--- config.mk ---
export PLATFORM = sky130hd
export DESIGN_NAME = axi_lsu_master
export DESIGN_NICKNAME = d
export VERILOG_FILES = /design/src/rtl/axi_lsu_master.sv
export SDC_FILE = /design/constraint.sdc
export NUM_CORES = 1
export LEC_CHECK = 0
export ABC_AREA = 1
export BUFFER_PORTS_ARGS = -buffer_cell sky130_fd_sc_hd__buf_2
export CAP_MARGIN = 5
export CORE_AREA = 2 2 126 128
export DETAILED_ROUTE_END_ITERATION = 12
export DIE_AREA = 0 0 128 130
export PLACE_DENSITY_LB_ADDON = 0.25
export SYNTH_ARGS = -nofsm -noshare
export SYNTH_HDL_FRONTEND = slang
export SYNTH_SLANG_ARGS = --single-unit
--- constraint.sdc ---
create_clock -name clk -period 4.26 [get_ports clk]
set_clock_uncertainty 0.2 [all_clocks]
set_input_delay 0.426 -clock clk [delete_from_list [all_inputs] [get_ports clk]]
set_output_delay 0.426 -clock clk [all_outputs]
set_load 0.05 [all_outputs]
--- src/rtl/axi_lsu_master.sv ---
// Scalar load/store to single-beat AXI4 bridge with lane alignment, strobes and load extension.
// Optional misalignment trap: define AXI_LSU_MISALIGN_TRAP_EN.
module axi_lsu_master #(
    parameter int ADDR_WIDTH = 16,
    parameter int ID_WIDTH   = 12
) (
    input  logic                  clk,
    input  logic                  rst,
    input  logic                  req_valid,
    output logic                  req_ready,
    input  logic                  req_we,
    input  logic [ADDR_WIDTH-1:0] req_addr,
    input  logic [31:0]           req_wdata,
    input  logic [1:0]            req_size,
    input  logic                  req_unsigned,
    input  logic [ID_WIDTH-1:0]   req_id,
    output logic                  rsp_valid,
    input  logic                  rsp_ready,
    output logic [31:0]           rsp_rdata,
    output logic [ID_WIDTH-1:0]   rsp_id,
    output logic                  rsp_err,
    output logic [ID_WIDTH-1:0]   m_axi_awid,
    output logic [ADDR_WIDTH-1:0] m_axi_awaddr,
    output logic [7:0]            m_axi_awlen,
    output logic [2:0]            m_axi_awsize,
    output logic [1:0]            m_axi_awburst,
    output logic                  m_axi_awlock,
    output logic [3:0]            m_axi_awcache,
    output logic [2:0]            m_axi_awprot,
    output logic                  m_axi_awvalid,
    input  logic                  m_axi_awready,
    output logic [31:0]           m_axi_wdata,
    output logic [3:0]            m_axi_wstrb,
    output logic                  m_axi_wlast,
    output logic                  m_axi_wvalid,
    input  logic                  m_axi_wready,
    input  logic [ID_WIDTH-1:0]   m_axi_bid,
    input  logic [1:0]            m_axi_bresp,
    input  logic                  m_axi_bvalid,
    output logic                  m_axi_bready,
    output logic [ID_WIDTH-1:0]   m_axi_arid,
    output logic [ADDR_WIDTH-1:0] m_axi_araddr,
    output logic [7:0]            m_axi_arlen,
    output logic [2:0]            m_axi_arsize,
    output logic [1:0]            m_axi_arburst,
    output logic                  m_axi_arlock,
    output logic [3:0]            m_axi_arcache,
    output logic [2:0]            m_axi_arprot,
    output logic                  m_axi_arvalid,
    input  logic                  m_axi_arready,
    input  logic [ID_WIDTH-1:0]   m_axi_rid,
    input  logic [31:0]           m_axi_rdata,
    input  logic [1:0]            m_axi_rresp,
    input  logic                  m_axi_rlast,
    input  logic                  m_axi_rvalid,
    output logic                  m_axi_rready
);
    typedef enum logic [2:0] {IDLE, RD_ADDR, RD_DATA, WR_ADDR, WR_RESP, RSP} state_t;

    state_t                state, state_n;
    logic                  req_ready_n, rsp_valid_n, rsp_err_n;
    logic                  awvalid_n, wvalid_n, bready_n, arvalid_n, rready_n;
    logic [31:0]           rsp_rdata_n;
    logic [ADDR_WIDTH-1:0] addr_q;
    logic [1:0]            size_q;
    logic                  uns_q;
    logic [ID_WIDTH-1:0]   id_q;
    logic [31:0]           wdata_q, lane_wdata, ld_ext;
    logic [3:0]            strb_q, lane_strb;
    logic [1:0]            size_eff;
    logic [7:0]            ld_b;
    logic [15:0]           ld_h;
    logic                  accept, trap;
    logic                  unused_axi;

    // rid/bid/rlast carry no information with a single transaction in flight
    assign unused_axi = ^{m_axi_bid, m_axi_rid, m_axi_rlast, m_axi_rresp[0], m_axi_bresp[0]};

    assign accept   = req_valid && req_ready;
    assign size_eff = (req_size == 2'd3) ? 2'd2 : req_size;

`ifdef AXI_LSU_MISALIGN_TRAP_EN
    assign trap = ((size_eff == 2'd1) && req_addr[0]) ||
                  ((size_eff == 2'd2) && (req_addr[1:0] != 2'b00));
`else
    assign trap = 1'b0;
`endif

    assign m_axi_awid    = id_q;
    assign m_axi_awaddr  = addr_q;
    assign m_axi_awlen   = 8'd0;
    assign m_axi_awsize  = {1'b0, size_q};
    assign m_axi_awburst = 2'b01;
    assign m_axi_awlock  = 1'b0;
    assign m_axi_awcache = 4'b0011;
    assign m_axi_awprot  = 3'b000;
    assign m_axi_wdata   = wdata_q;
    assign m_axi_wstrb   = strb_q;
    assign m_axi_wlast   = 1'b1;
    assign m_axi_arid    = id_q;
    assign m_axi_araddr  = addr_q;
    assign m_axi_arlen   = 8'd0;
    assign m_axi_arsize  = {1'b0, size_q};
    assign m_axi_arburst = 2'b01;
    assign m_axi_arlock  = 1'b0;
    assign m_axi_arcache = 4'b0011;
    assign m_axi_arprot  = 3'b000;
    assign rsp_id        = id_q;

    always_comb begin
        lane_wdata = req_wdata;
        lane_strb  = 4'b1111;
        case (size_eff)
            2'd0: begin
                lane_wdata = {4{req_wdata[7:0]}};
                lane_strb  = 4'b0001 << req_addr[1:0];
            end
            2'd1: begin
                lane_wdata = {2{req_wdata[15:0]}};
                lane_strb  = 4'b0011 << {req_addr[1], 1'b0};
            end
            default: ;
        endcase
    end

    always_comb begin
        ld_b   = m_axi_rdata[{addr_q[1:0], 3'b000} +: 8];
        ld_h   = m_axi_rdata[{addr_q[1], 4'b0000} +: 16];
        ld_ext = m_axi_rdata;
        case (size_q)
            2'd0:    ld_ext = {{24{!uns_q && ld_b[7]}}, ld_b};
            2'd1:    ld_ext = {{16{!uns_q && ld_h[15]}}, ld_h};
            default: ;
        endcase
    end

    always_comb begin
        state_n     = state;
        req_ready_n = req_ready;
        rsp_valid_n = rsp_valid;
        rsp_err_n   = rsp_err;
        rsp_rdata_n = rsp_rdata;
        awvalid_n   = m_axi_awvalid;
        wvalid_n    = m_axi_wvalid;
        bready_n    = m_axi_bready;
        arvalid_n   = m_axi_arvalid;
        rready_n    = m_axi_rready;
        case (state)
            IDLE: begin
                req_ready_n = 1'b1;
                if (accept) begin
                    req_ready_n = 1'b0;
                    if (trap) begin
                        state_n     = RSP;
                        rsp_valid_n = 1'b1;
                        rsp_err_n   = 1'b1;
                        rsp_rdata_n = 32'd0;
                    end else if (req_we) begin
                        state_n   = WR_ADDR;
                        awvalid_n = 1'b1;
                        wvalid_n  = 1'b1;
                    end else begin
                        state_n   = RD_ADDR;
                        arvalid_n = 1'b1;
                    end
                end
            end
            RD_ADDR: if (m_axi_arready) begin
                arvalid_n = 1'b0;
                rready_n  = 1'b1;
                state_n   = RD_DATA;
            end
            RD_DATA: if (m_axi_rvalid) begin
                rready_n    = 1'b0;
                rsp_rdata_n = ld_ext;
                rsp_err_n   = m_axi_rresp[1];
                rsp_valid_n = 1'b1;
                state_n     = RSP;
            end
            WR_ADDR: begin
                // each channel retires on its own handshake; move on once both are done
                if (m_axi_awready) awvalid_n = 1'b0;
                if (m_axi_wready)  wvalid_n  = 1'b0;
                if ((!m_axi_awvalid || m_axi_awready) && (!m_axi_wvalid || m_axi_wready)) begin
                    bready_n = 1'b1;
                    state_n  = WR_RESP;
                end
            end
            WR_RESP: if (m_axi_bvalid) begin
                bready_n    = 1'b0;
                rsp_rdata_n = 32'd0;
                rsp_err_n   = m_axi_bresp[1];
                rsp_valid_n = 1'b1;
                state_n     = RSP;
            end
            RSP: if (rsp_ready) begin
                rsp_valid_n = 1'b0;
                req_ready_n = 1'b1;
                state_n     = IDLE;
            end
            default: state_n = IDLE;
        endcase
    end

    always_ff @(posedge clk) begin
        if (rst) begin
            state         <= IDLE;
            req_ready     <= 1'b0;
            rsp_valid     <= 1'b0;
            rsp_err       <= 1'b0;
            rsp_rdata     <= 32'd0;
            m_axi_awvalid <= 1'b0;
            m_axi_wvalid  <= 1'b0;
            m_axi_bready  <= 1'b0;
            m_axi_arvalid <= 1'b0;
            m_axi_rready  <= 1'b0;
            addr_q        <= '0;
            size_q        <= 2'd0;
            uns_q         <= 1'b0;
            id_q          <= '0;
            wdata_q       <= 32'd0;
            strb_q        <= 4'd0;
        end else begin
            state         <= state_n;
            req_ready     <= req_ready_n;
            rsp_valid     <= rsp_valid_n;
            rsp_err       <= rsp_err_n;
            rsp_rdata     <= rsp_rdata_n;
            m_axi_awvalid <= awvalid_n;
            m_axi_wvalid  <= wvalid_n;
            m_axi_bready  <= bready_n;
            m_axi_arvalid <= arvalid_n;
            m_axi_rready  <= rready_n;
            if (accept) begin
                addr_q  <= req_addr;
                size_q  <= size_eff;
                uns_q   <= req_unsigned;
                id_q    <= req_id;
                wdata_q <= lane_wdata;
                strb_q  <= lane_strb;
            end
        end
    end
endmodule
### Yosys cells after proc, flatten, opt, wreduce, memory -nomap -nowiden

Index checks and enable logic that the tools add are counted.

* equality and inequality tests: 18
* shifts and indexed selects: 4
* muxes and demuxes: 41
* reduce and logical (&&, ||, !) cells: 28

Operators with widths (number)
* $pmux W32 S2: 3
* $mux W32: 2
* $shiftx A32 B6 Y16: 1
* $shiftx A32 B6 Y8: 1
* $ne A2 B2 Y1 const B: 10
* $mux W1: 18
* $mux W3: 6
* $pmux W3 S6: 1
* $reduce_and A4 Y1: 4
* $pmux W1 S2: 7
* $reduce_bool A2 Y1: 6
* $reduce_and A3 Y1: 3
* $pmux W4 S2: 1
* $eq A3 B2 Y1 const B: 2
* $eq A3 B3 Y1 const B: 2
* $reduce_and A6 Y1: 1
* $eq A2 B1 Y1 const B: 2
* $logic_and A1 B1 Y1: 4
* $logic_not A2 Y1: 2
* $mux W2: 2
* $shl A1 B2 Y4 const A: 1
* $shl A2 B2 Y4 const A: 1
* $eq A3 B1 Y1 const B: 1
* $logic_not A1 Y1: 3
* 6 further kinds: 7

* register bits after elaboration: 110
* input port bits: 134

### Logic depth before layout (Yosys ltp)

Gate-level depths: netlist (run 1).

* word-level depth: 5
* gate-level depth with buffers: 11

### Worst setup path before layout (run 1)

Ideal clock, no wire load.

* kind: register -> register
* start: register addr_q[1], in the netlist m_axi_araddr[1]
* end: register rsp_rdata[22]
* library setup time: 0.142 ns
* arrival: 1.686 ns
* required time: 3.918 ns
* setup slack: 2.232 ns
* stages on the path, launching flop included: 12
* path buffers: 2
* clock period less this slack: 2.028 ns
* path through: dfxtp_1 buf_2 inv_4 nand2_1 nand2_1 nand2_4 nand2_4 nand2_4 nand3_4 buf_12 nand2_2 a21oi_2

* cells in the longest elaborated chain, start to end: 5
* elaborated cells between the ends (all ways): 7
* those cells by class: shift: 2; mux: 3; reduce/logical: 2

Ends and longest elaborated chain
* from (decl): line 64 `logic [ADDR_WIDTH-1:0] addr_q;`
* from (signal assigned): line 235 `addr_q <= req_addr;`
* $shiftx A32 B6 Y16 or $shiftx A32 B6 Y8 (tied branches): line 128, 127
* $logic_and A1 B1 Y1 (on tied branches): line 132, 131
* $pmux W32 S2 *: line 130 `case (size_q)`
* $mux W32 *: line 173 `RD_DATA: if (m_axi_rvalid) begin`
* $pmux W32 S2 *: line 148 `case (state)`
* to (signal assigned): line 228 `rsp_rdata <= rsp_rdata_n;`
* to (decl): line 19 `output logic [31:0] rsp_rdata,`

Every way passes the cells marked *; elsewhere a longest branch is shown, timed or not. The select of a mux whose other input is x is not followed.
A chain may end at the register's enable or synchronous reset.

### Worst setup path in the final report (run 1)

* start: register size_q[1]
* end: register rsp_rdata[17]

* cells in the longest elaborated chain, start to end: 4
* elaborated cells between the ends (all ways): 5
* those cells by class: eq/ne: 1; mux: 3; reduce/logical: 1

Ends and longest elaborated chain
* from (decl): line 65 `logic [1:0] size_q;`
* from (signal assigned): line 236 `size_q <= size_eff;`
* $eq A2 B1 Y1 or $logic_not A2 Y1 (tied branches): line 130
* $pmux W32 S2 *: line 130
* $mux W32 *: line 173
* $pmux W32 S2 *: line 148

Marks and branches as above.

==> results of run 1 <==
[power breakdown]
part           leakage, nW  internal (mW)  switching [mW]  total [mW]
Combinational         2.49          0.465            1.64        2.10
Clock                0.132          0.400           0.410       0.809
Sequential           0.897           1.21           0.136        1.35
[state kept, by name, indices dropped and copies added (netlist names)]
| register | flops |
|---|---|
| m_axi_arvalid | 1 |
| m_axi_awvalid | 1 |
| m_axi_arid | 12 |
| req_ready | 1 |
| m_axi_wstrb | 4 |
| m_axi_wvalid | 1 |
| m_axi_wdata | 32 |
| m_axi_rready | 1 |
| state | 3 |
| size_q | 2 |
| rsp_valid | 1 |
| m_axi_bready | 1 |
| uns_q | 1 |
| m_axi_araddr | 16 |
| rsp_rdata | 32 |
| rsp_err | 1 |
[cells by family after synthesis]
group           count (synthesis)  synth area share, %
compound gates                152                 15.5
buf+inv                       171                 18.0
flops                         110                 39.0
other cells                     2                0.133
simple gates                  367                 27.4
[worst max-delay path, delay by kind of cell (launching register included)]
family	cells	cell delay [ns]
AOI/OAI and AO/OA	1	0.06
DFF	1	0.91
and+or+nand+nor	7	0.90
buffers and inverters	1	0.19
[cell type report]
class / instances / area (µm²)
clock inverter: 6 / 47.5
clock buffer: 9 / 225
timing repair buffer: 258 / 1300
multi-input combinational: 558 / 2570
tap: 192 / 240
sequential: 110 / 2200
inverter: 51 / 201
fill: 1701 / 8640
[stage by stage]
stage	area (µm²)	instances	hold WS (ns)	power [mW]	utilization [%]
2_1_floorplan	5780	839	0.298	3.19	-
3_3_place_gp	6520	1169	0.234	3.48	42.2
3_5_place_dp	6520	1169	0.237	3.49	42.2
4_1_cts	6790	1184	0.0579	4.30	44.0
5_1_grt	6790	1184	0.0820	4.52	44.0
6_report	6790	1184	0.0690	4.26	44.0
[cells in the final DEF, fill, tap and decap left out, types with 2 or more instances in the layout]
cell and n:
dfxtp_1 110, a21oi_1 63, buf_2 254, inv_2 8
a221oi_1 4, clkinv_4 2, nor2_1 105, o21ai_1 2
inv_1 40, a31oi_1 2, nand3_1 25, clkbuf_16 9
nor3_1 3, nand2_2 14, nand2_4 4, buf_4 4
nand3_4 2, o221a_2 4, inv_6 2, a21oi_2 10
nor2_2 4, o221ai_1 6, nand2_1 205, o211ai_1 4
o21ai_0 55, conb_1 39, nand4_1 2
[worst paths after layout]
kind | endpoint | startpoint | depth (start not counted) | slack, ns
setup / recovery | rsp_rdata[17] | size_q[1] | 9 | 1.85
hold / removal | m_axi_wvalid | m_axi_wready | 2 | 0.07
setup reg to reg | rsp_rdata[17] | size_q[1] | 9 | 1.85
hold reg to reg | rsp_err | rsp_err | 2 | 0.24
[routing by layer]
layer / global-route usage [%] / part of all wire, % / wire length (µm)
met1: 23.4 / 44 / 7110
met2: 32.0 / 48 / 7870
met3: 4.84 / 6.4 / 1040
met4: 5.30 / 1.3 / 209
met5: 0 / 0 / 0
==> metrics.txt, run 1 <==
P&R area growth vs syn=20.3%; layout cells sized above 1=32.7%; Worst Tran Pin Value=1.07 ns; CP most frequent cell=nand2_4; relative slew slack=28.6%; first-pass GRT wire length=roughly 25 mm; CTS buffer count=9; clk slew on worst S/H paths=0.08 ns; post-DR vias/cell=4.61; worst IR drop on VDD=around 0.0005 V; Die Y=130 µm; worst path cell trace=inv_8 -> nand2_4 -> nor2_1 -> nand2_1 -> nand2_4 -> nand2_4 -> nand3_4 -> nand2_1 -> a21oi_1; Final Slew Violations=0; io pins=321; Worst EP required=roughly 4.3 ns; CP max FO=28; min-delay worst type=in -> reg; initial antenna violation count=0; DP Worst Slack=1.83 ns; CTS resizes=0; final worst path period share=about 57%; final wirelength=approximately 16 mm; DP Wirelength=11.6 mm; CTS tree=built; max-cap viol count=0; Post-CTS Hold Buffers=0; synthesized flop and latch total=110; Data arrival, critical path=2.42 ns; setup TNS=0 ns; clock sink total=110; most numerous cell in the Yosys netlist=nand2_1; Port Buf Inserts=254; fmax=about 410 MHz; Crit-path slowest cell=dfxtp_1; htree depth=3; DRT iter0 DRCs=307; FP Rows=46; Bufs on Longest Clock Path=2; Post-Syn Area per Cell=7.04 µm²; RSZ-0062 raised after global routing=false; clock insertion delay at the later pin of the skew report=0.36 ns; power per cell area=627 nW/µm²; Syn Inst Count=approximately 800; DR vias=5459; Routability Congestion=0.812; Pleak=3.52 nW; post-CTS setup buffer count=0; initial core utilization=36.6%; Mapped Area=between 5000 and 6000 µm²; max incr delay on CP=around 0.91 ns; number of synthesized flops with an enable pin=0; startpoint types=flop; DRC Markers=0; core area=15400 µm²; final setup fails=0; share of the synthesized area in the top cell type=39.0%; Die Area=approximately 17000 µm²; top_reg_cell synth=dfxtp_1; largest net degree at the start of global routing=65; first-pass iteration count of the detailed router=5; Die X=approximately 130 µm; DRT antenna net count=0; Worst setup EP type=flop; biggest area consumer among synthesized cells=dfxtp_1; final net count=1122; most common library cells after synthesis=206 x nand2_1, 110 x dfxtp_1, 105 x nor2_1, 82 x buf_4, 63 x a21oi_1; All-Layer GR Usage=18.7%; final hold violations=0; overall overflow remaining after global route=0; CTS Root Buffer Type=clkbuf_16; Seq/Total Area, Yosys=39.0%; Final Worst Setup Slack=1.85 ns; vias in the first global route=between 4000 and 5000; Avg WL per Cell=approximately 14 µm; synth unique cells=35; Warnings, synthesis=0; Crit Path Class=reg -> reg; Period minus WS final=2.41 ns; n_diodes=0; largest cells by area after synthesis=dfxtp_1 39%, nand2_1 14%, buf_4 11%; status=completed; Synth async-reset ratio=0%
No activity file was read; power rests on OpenSTA's default activity.
==> inputs of run 2 (changes only) <==
ABC_AREA = 0   (was 1)
CORE_AREA = 2 2 124 126   (was 2 2 126 128)
DIE_AREA = 0 0 126 128   (was 0 0 128 130)
clock period = 2.4 ns   (was 4.26 ns; I/O delays follow)
==> metrics.txt, run 2 <==
status=completed; htree depth=3; fmax=447 MHz; post-synthesis xor/xnor area fraction=0%; CP max FO=16; Die X=126 µm; CTS tree=built; Synth async-reset ratio=0%; layout cells sized above 1=~34%; largest net degree at the start of global routing=48; Placed Cells=997; Worst EP required=2.49 ns; top_reg_cell synth=dfxtp_1; max-cap viol count=0; initial core utilization=36.2%; Syn Inst Count=626; Worst Tran Pin Value=about 1.1 ns; vias in the first global route=around 4700; n_diodes=0; DP Worst Slack=between 0.2 and 0.25 ns; Seq/Total Area, Yosys=40.9%; worst setup path start=state[2]; DR vias=5220; Final Worst Setup Slack=0.163 ns; FP Rows=45; final net count=1027; Bufs on Longest Clock Path=2; DRT antenna net count=0; most common cell after layout, fill and taps aside=buf_2; final hold violations=0; Post-Synth Adder-Cell Area=0%; number of synthesized flops with an enable pin=0; CTS Root Buffer Type=clkbuf_16; Final Slew Violations=0; Worst Hold Launch=req_wdata[23]; R2R Path Start=state[2]; DRC Markers=0; Pleak=between 3 and 4 nW; most numerous cell in the Yosys netlist=nand2_1; Compound-Gate Fraction of Synth Area=slightly below 20%; Die Y=128 µm; Mapped Area=5380 µm²; P&R area growth vs syn=37.6%; Worst setup EP type=flop; combinational family with the most area after synthesis=compound AO/OA/AOI/OAI gates; Data arrival, critical path=about 2.3 ns; design area=7400 µm²; DRT iter0 DRCs=between 200 and 300; CTS buffer count=9; Port Buf Inserts=254; Routability Congestion=0.825; min-delay worst type=in -> reg; Hold Slack=0.0202 ns; synthesized flop and latch total=110; RSZ-0062 raised after global routing=false; Crit Path Class=reg -> reg; Final Core Density=49.8%; post-DR vias/cell=4.81; mux cell area share after synthesis=8.61%; post-CTS setup buffer count=0; relative slew slack=25.4%; final wirelength=around 16 mm; startpoint types=flop; first-pass GRT wire length=~25 mm; Warnings, synthesis=0; Simple-Gate Fraction of Synth Area=14.8%; setup TNS=0 ns; Post-CTS Hold Buffers=73; final setup fails=0; most common library cells after synthesis=114 x nand2_1, 110 x dfxtp_1, 81 x buf_4, 61 x a21oi_1, 32 x nor2_1; dpl cell area=between 6000 and 7000 µm²; CTS resizes=0; Fillers=roughly 1500; Design Power=6.65 mW; Period minus WS final=around 2.2 ns; initial antenna violation count=0; share of the synthesized area in the top cell type=40.9%; Post-Syn Area per Cell=8.59 µm²; io pins=321; Avg WL per Cell=15.1 µm; overall overflow remaining after global route=0; final worst path period share=93.2%; largest cells by area after synthesis=dfxtp_1 41%, buf_4 11%, nand2_1 8.0%; synth unique cells=46; biggest area consumer among synthesized cells=dfxtp_1; DP Wirelength=around 12 mm; Die Area=16100 µm²; clock insertion delay at the later pin of the skew report=between 0.3 and 0.4 ns; core area=about 15000 µm²; Finished Layout Cells=roughly 1100; most frequent cells in the layout=254 x buf_2, 113 x nand2_1, 110 x dfxtp_1; All-Layer GR Usage=19.3%; power per cell area=899 nW/µm²; clock sink total=110; first-pass iteration count of the detailed router=4; worst IR drop on VDD=around 0.00038 V; clk slew on worst S/H paths=0.07 ns
==> run 2: final timing paths <==
check | end | slack [ns] | cells after the start
worst max-delay path | rsp_rdata[30] | 0.16 | 4
worst min-delay path | m_axi_wdata[23] | 0.02 | 3
worst max register to register | rsp_rdata[30] | 0.16 | 4
worst min register to register | m_axi_wdata[30] | 0.25 | 2
==> run 2: report_power, final <==
group	internal (mW)	leakage [nW]	total, mW	switching, mW
registers	2.09	0.896	2.26	0.173
clock network	0.805	0.145	1.50	0.697
logic	0.802	2.51	2.89	2.08
total	3.70	3.55	6.65	2.95
==> run 2: worst max-delay path, stage by stage (launching register included) <==
cell and delay, ns:
dfxtp_1 0.32, nor2_2 0.13, nand4b_1 0.29, nor2_1 0.94
a221o_1 0.29
==> run 2: layout make-up <==
class / count / area (µm²) / share of cell area (%)
Multi-Input combinational cell: 411 / 2450 / 33.2
Sequential cell: 110 / 2200 / 29.7
Tap cell: 188 / 235 / 3.18
Clock inverter: 6 / 62.6 / 0.845
Inverter: 16 / 60.1 / 0.811
Timing Repair Buffer: 345 / 2160 / 29.2
Clock buffer: 9 / 225 / 3.04
==> run 2: cells by family after synthesis <==
kind of cell | after synthesis
buf+inv | 142
mux | 35
other cells | 2
compound gates | 154
flops | 110
simple gates | 183
==> run 2: layer usage <==
metal | vias to the layer above | GRT usage, % | routed length (µm)
li1 | 2586 | - | -
met1 | 2409 | 25.4 | 7160
met2 | 205 | 30.2 | 7610
met3 | 20 | 6.64 | 1360
met4 | 0 | 5.37 | 274
met5 | - | 0 | 0
==> inputs of run 3 (changes only) <==
CTS_BUF_LIST = sky130_fd_sc_hd__clkbuf_8 sky130_fd_sc_hd__clkbuf_16   (was default)
clock period = 2.2 ns   (was 2.4 ns; I/O delays follow)
==> metrics.txt, run 3 (same netlist as run 2, synthesis figures left out) <==
status=completed; core area=14900 µm²; All-Layer GR Usage=around a fifth; most frequent cells in the layout=254 x buf_2, 113 x nand2_1, 110 x dfxtp_1; Bufs and invs on worst path=2; Period minus WS final=2.05 ns; DRC Markers=0; Crit-path slowest cell=dlygate4sd3_1; Port Buf Inserts=254; Bufs on Longest Clock Path=2; Final Worst Setup Slack=approximately 0.15 ns; P&R area growth vs syn=41.6%; startpoint types=flop; Data arrival, critical path=2.15 ns; CTS buffer count=9; worst IR drop on VDD=approximately 0.00046 V; overall overflow remaining after global route=0; most common cell after layout, fill and taps aside=buf_2; worst path cell trace=and2_2 -> buf_16 -> nor2_1 -> a311oi_1 -> dlygate4sd3_1; DP Worst Slack=0.0192 ns; DRT iter0 DRCs=between 200 and 250; final worst path period share=93.3%; clock insertion delay at the later pin of the skew report=about 0.35 ns; clk slew on worst S/H paths=0.07 ns; initial core utilization=36.2%; CP max FO=41; final wirelength=16.9 mm; htree depth=3; largest net degree at the start of global routing=83; final net count=1041; Reg area=approximately 2200 µm²; vias in the first global route=4873; Worst Tran Pin Value=~0.63 ns; FP Rows=45; Avg WL per Cell=15.4 µm; layout cells sized above 1=between 30% and 40%; area of the multi-input gates=roughly 2500 µm²; fmax=487 MHz; Worst EP required=2.30 ns; setup TNS=0 ns; post-DR vias/cell=a little under 5; relative slew slack=approximately 58%; CTS tree=built; Worst setup EP type=flop; CTS Root Buffer Type=clkbuf_16; Crit Path Class=reg -> reg; first-pass iteration count of the detailed router=4; n_diodes=0; final hold violations=0; Design Power=7.47 mW; flop-to-flop setup slack=0.15 ns; max incr delay on CP=approximately 0.58 ns; Final Slew Violations=0; min-delay worst type=in -> reg; DRT antenna net count=0; initial antenna violation count=0; power per cell area=981 nW/µm²; RSZ-0062 raised after global routing=false; Die Y=128 µm; Die X=126 µm; clock sink total=110; Pleak=between 3 and 4 nW; max-cap viol count=0; io pins=~320; Die Area=16100 µm²; DR vias=approximately 5300; final setup fails=0; Routability Congestion=0.800; DP Wirelength=11.4 mm; kind of cell adding the most delay to the critical path=buffers and inverters; Fillers=between 1000 and 1500; first-pass GRT wire length=approximately 26 mm
-- run 3: per-layer routing --
layer  up-vias  track usage [%]  routed length, µm
met3        21             6.76               1250
met2       186             32.0               8140
met1      2493             25.2               7280
met4         0             5.49                260
met5         -                0                  0
li1       2614                -                  -
-- run 3: worst paths after layout --
kind	from	endpoint	cells past startpoint
hold reg to reg	m_axi_wdata[27]	m_axi_wdata[27]	2
hold / removal	m_axi_bresp[1]	rsp_err	3
setup / recovery	req_ready	m_axi_wdata[12]	5
setup reg to reg	req_ready	m_axi_wdata[12]	5
-- run 3: stage by stage --
| step | instance area [µm²] | util, % | cells | hold slack (ns) |
|---|---|---|---|---|
| floorplan | 5520 | - | 663 | 0.117 |
| global placement | 6390 | 43.0 | 998 | 0.231 |
| detailed placement | 6390 | 43.0 | 998 | 0.227 |
| CTS | 7550 | 50.8 | 1097 | 0.00462 |
| global route | 7610 | 51.2 | 1099 | 0.0174 |
| finish | 7610 | 51.2 | 1099 | 0.0114 |
-- run 3: worst register-to-register path: cells and delay by family, from the launching register on --
family / cells / cell delay [ns]
buf+inv: 2 / 0.81
simple gates: 2 / 0.35
compound gates: 1 / 0.27
flops: 1 / 0.37
-- run 3: power by group --
group          switching [mW]  internal, mW
clock network           0.755          1.03
registers               0.207          2.28
logic                    2.28         0.916
-- run 3: final cells by class --
| type | count | area share [%] |
|---|---|---|
| Clock buffer | 10 | 3.14 |
| Clock inverter | 5 | 1.08 |
| Inverter | 16 | 0.789 |
| Multi-Input combinational cell | 411 | 32.3 |
| Sequential cell | 110 | 28.9 |
| Tap cell | 188 | 3.09 |
| Timing Repair Buffer | 359 | 30.7 |
-- run 3: timing repair --
action                     in CTS  in global routing
hold endpoints to repair       83                  0
setup endpoints to repair       0                 21
hold buffers                   84                  0
setup buffers                   0                  1
resized for setup               0                  3
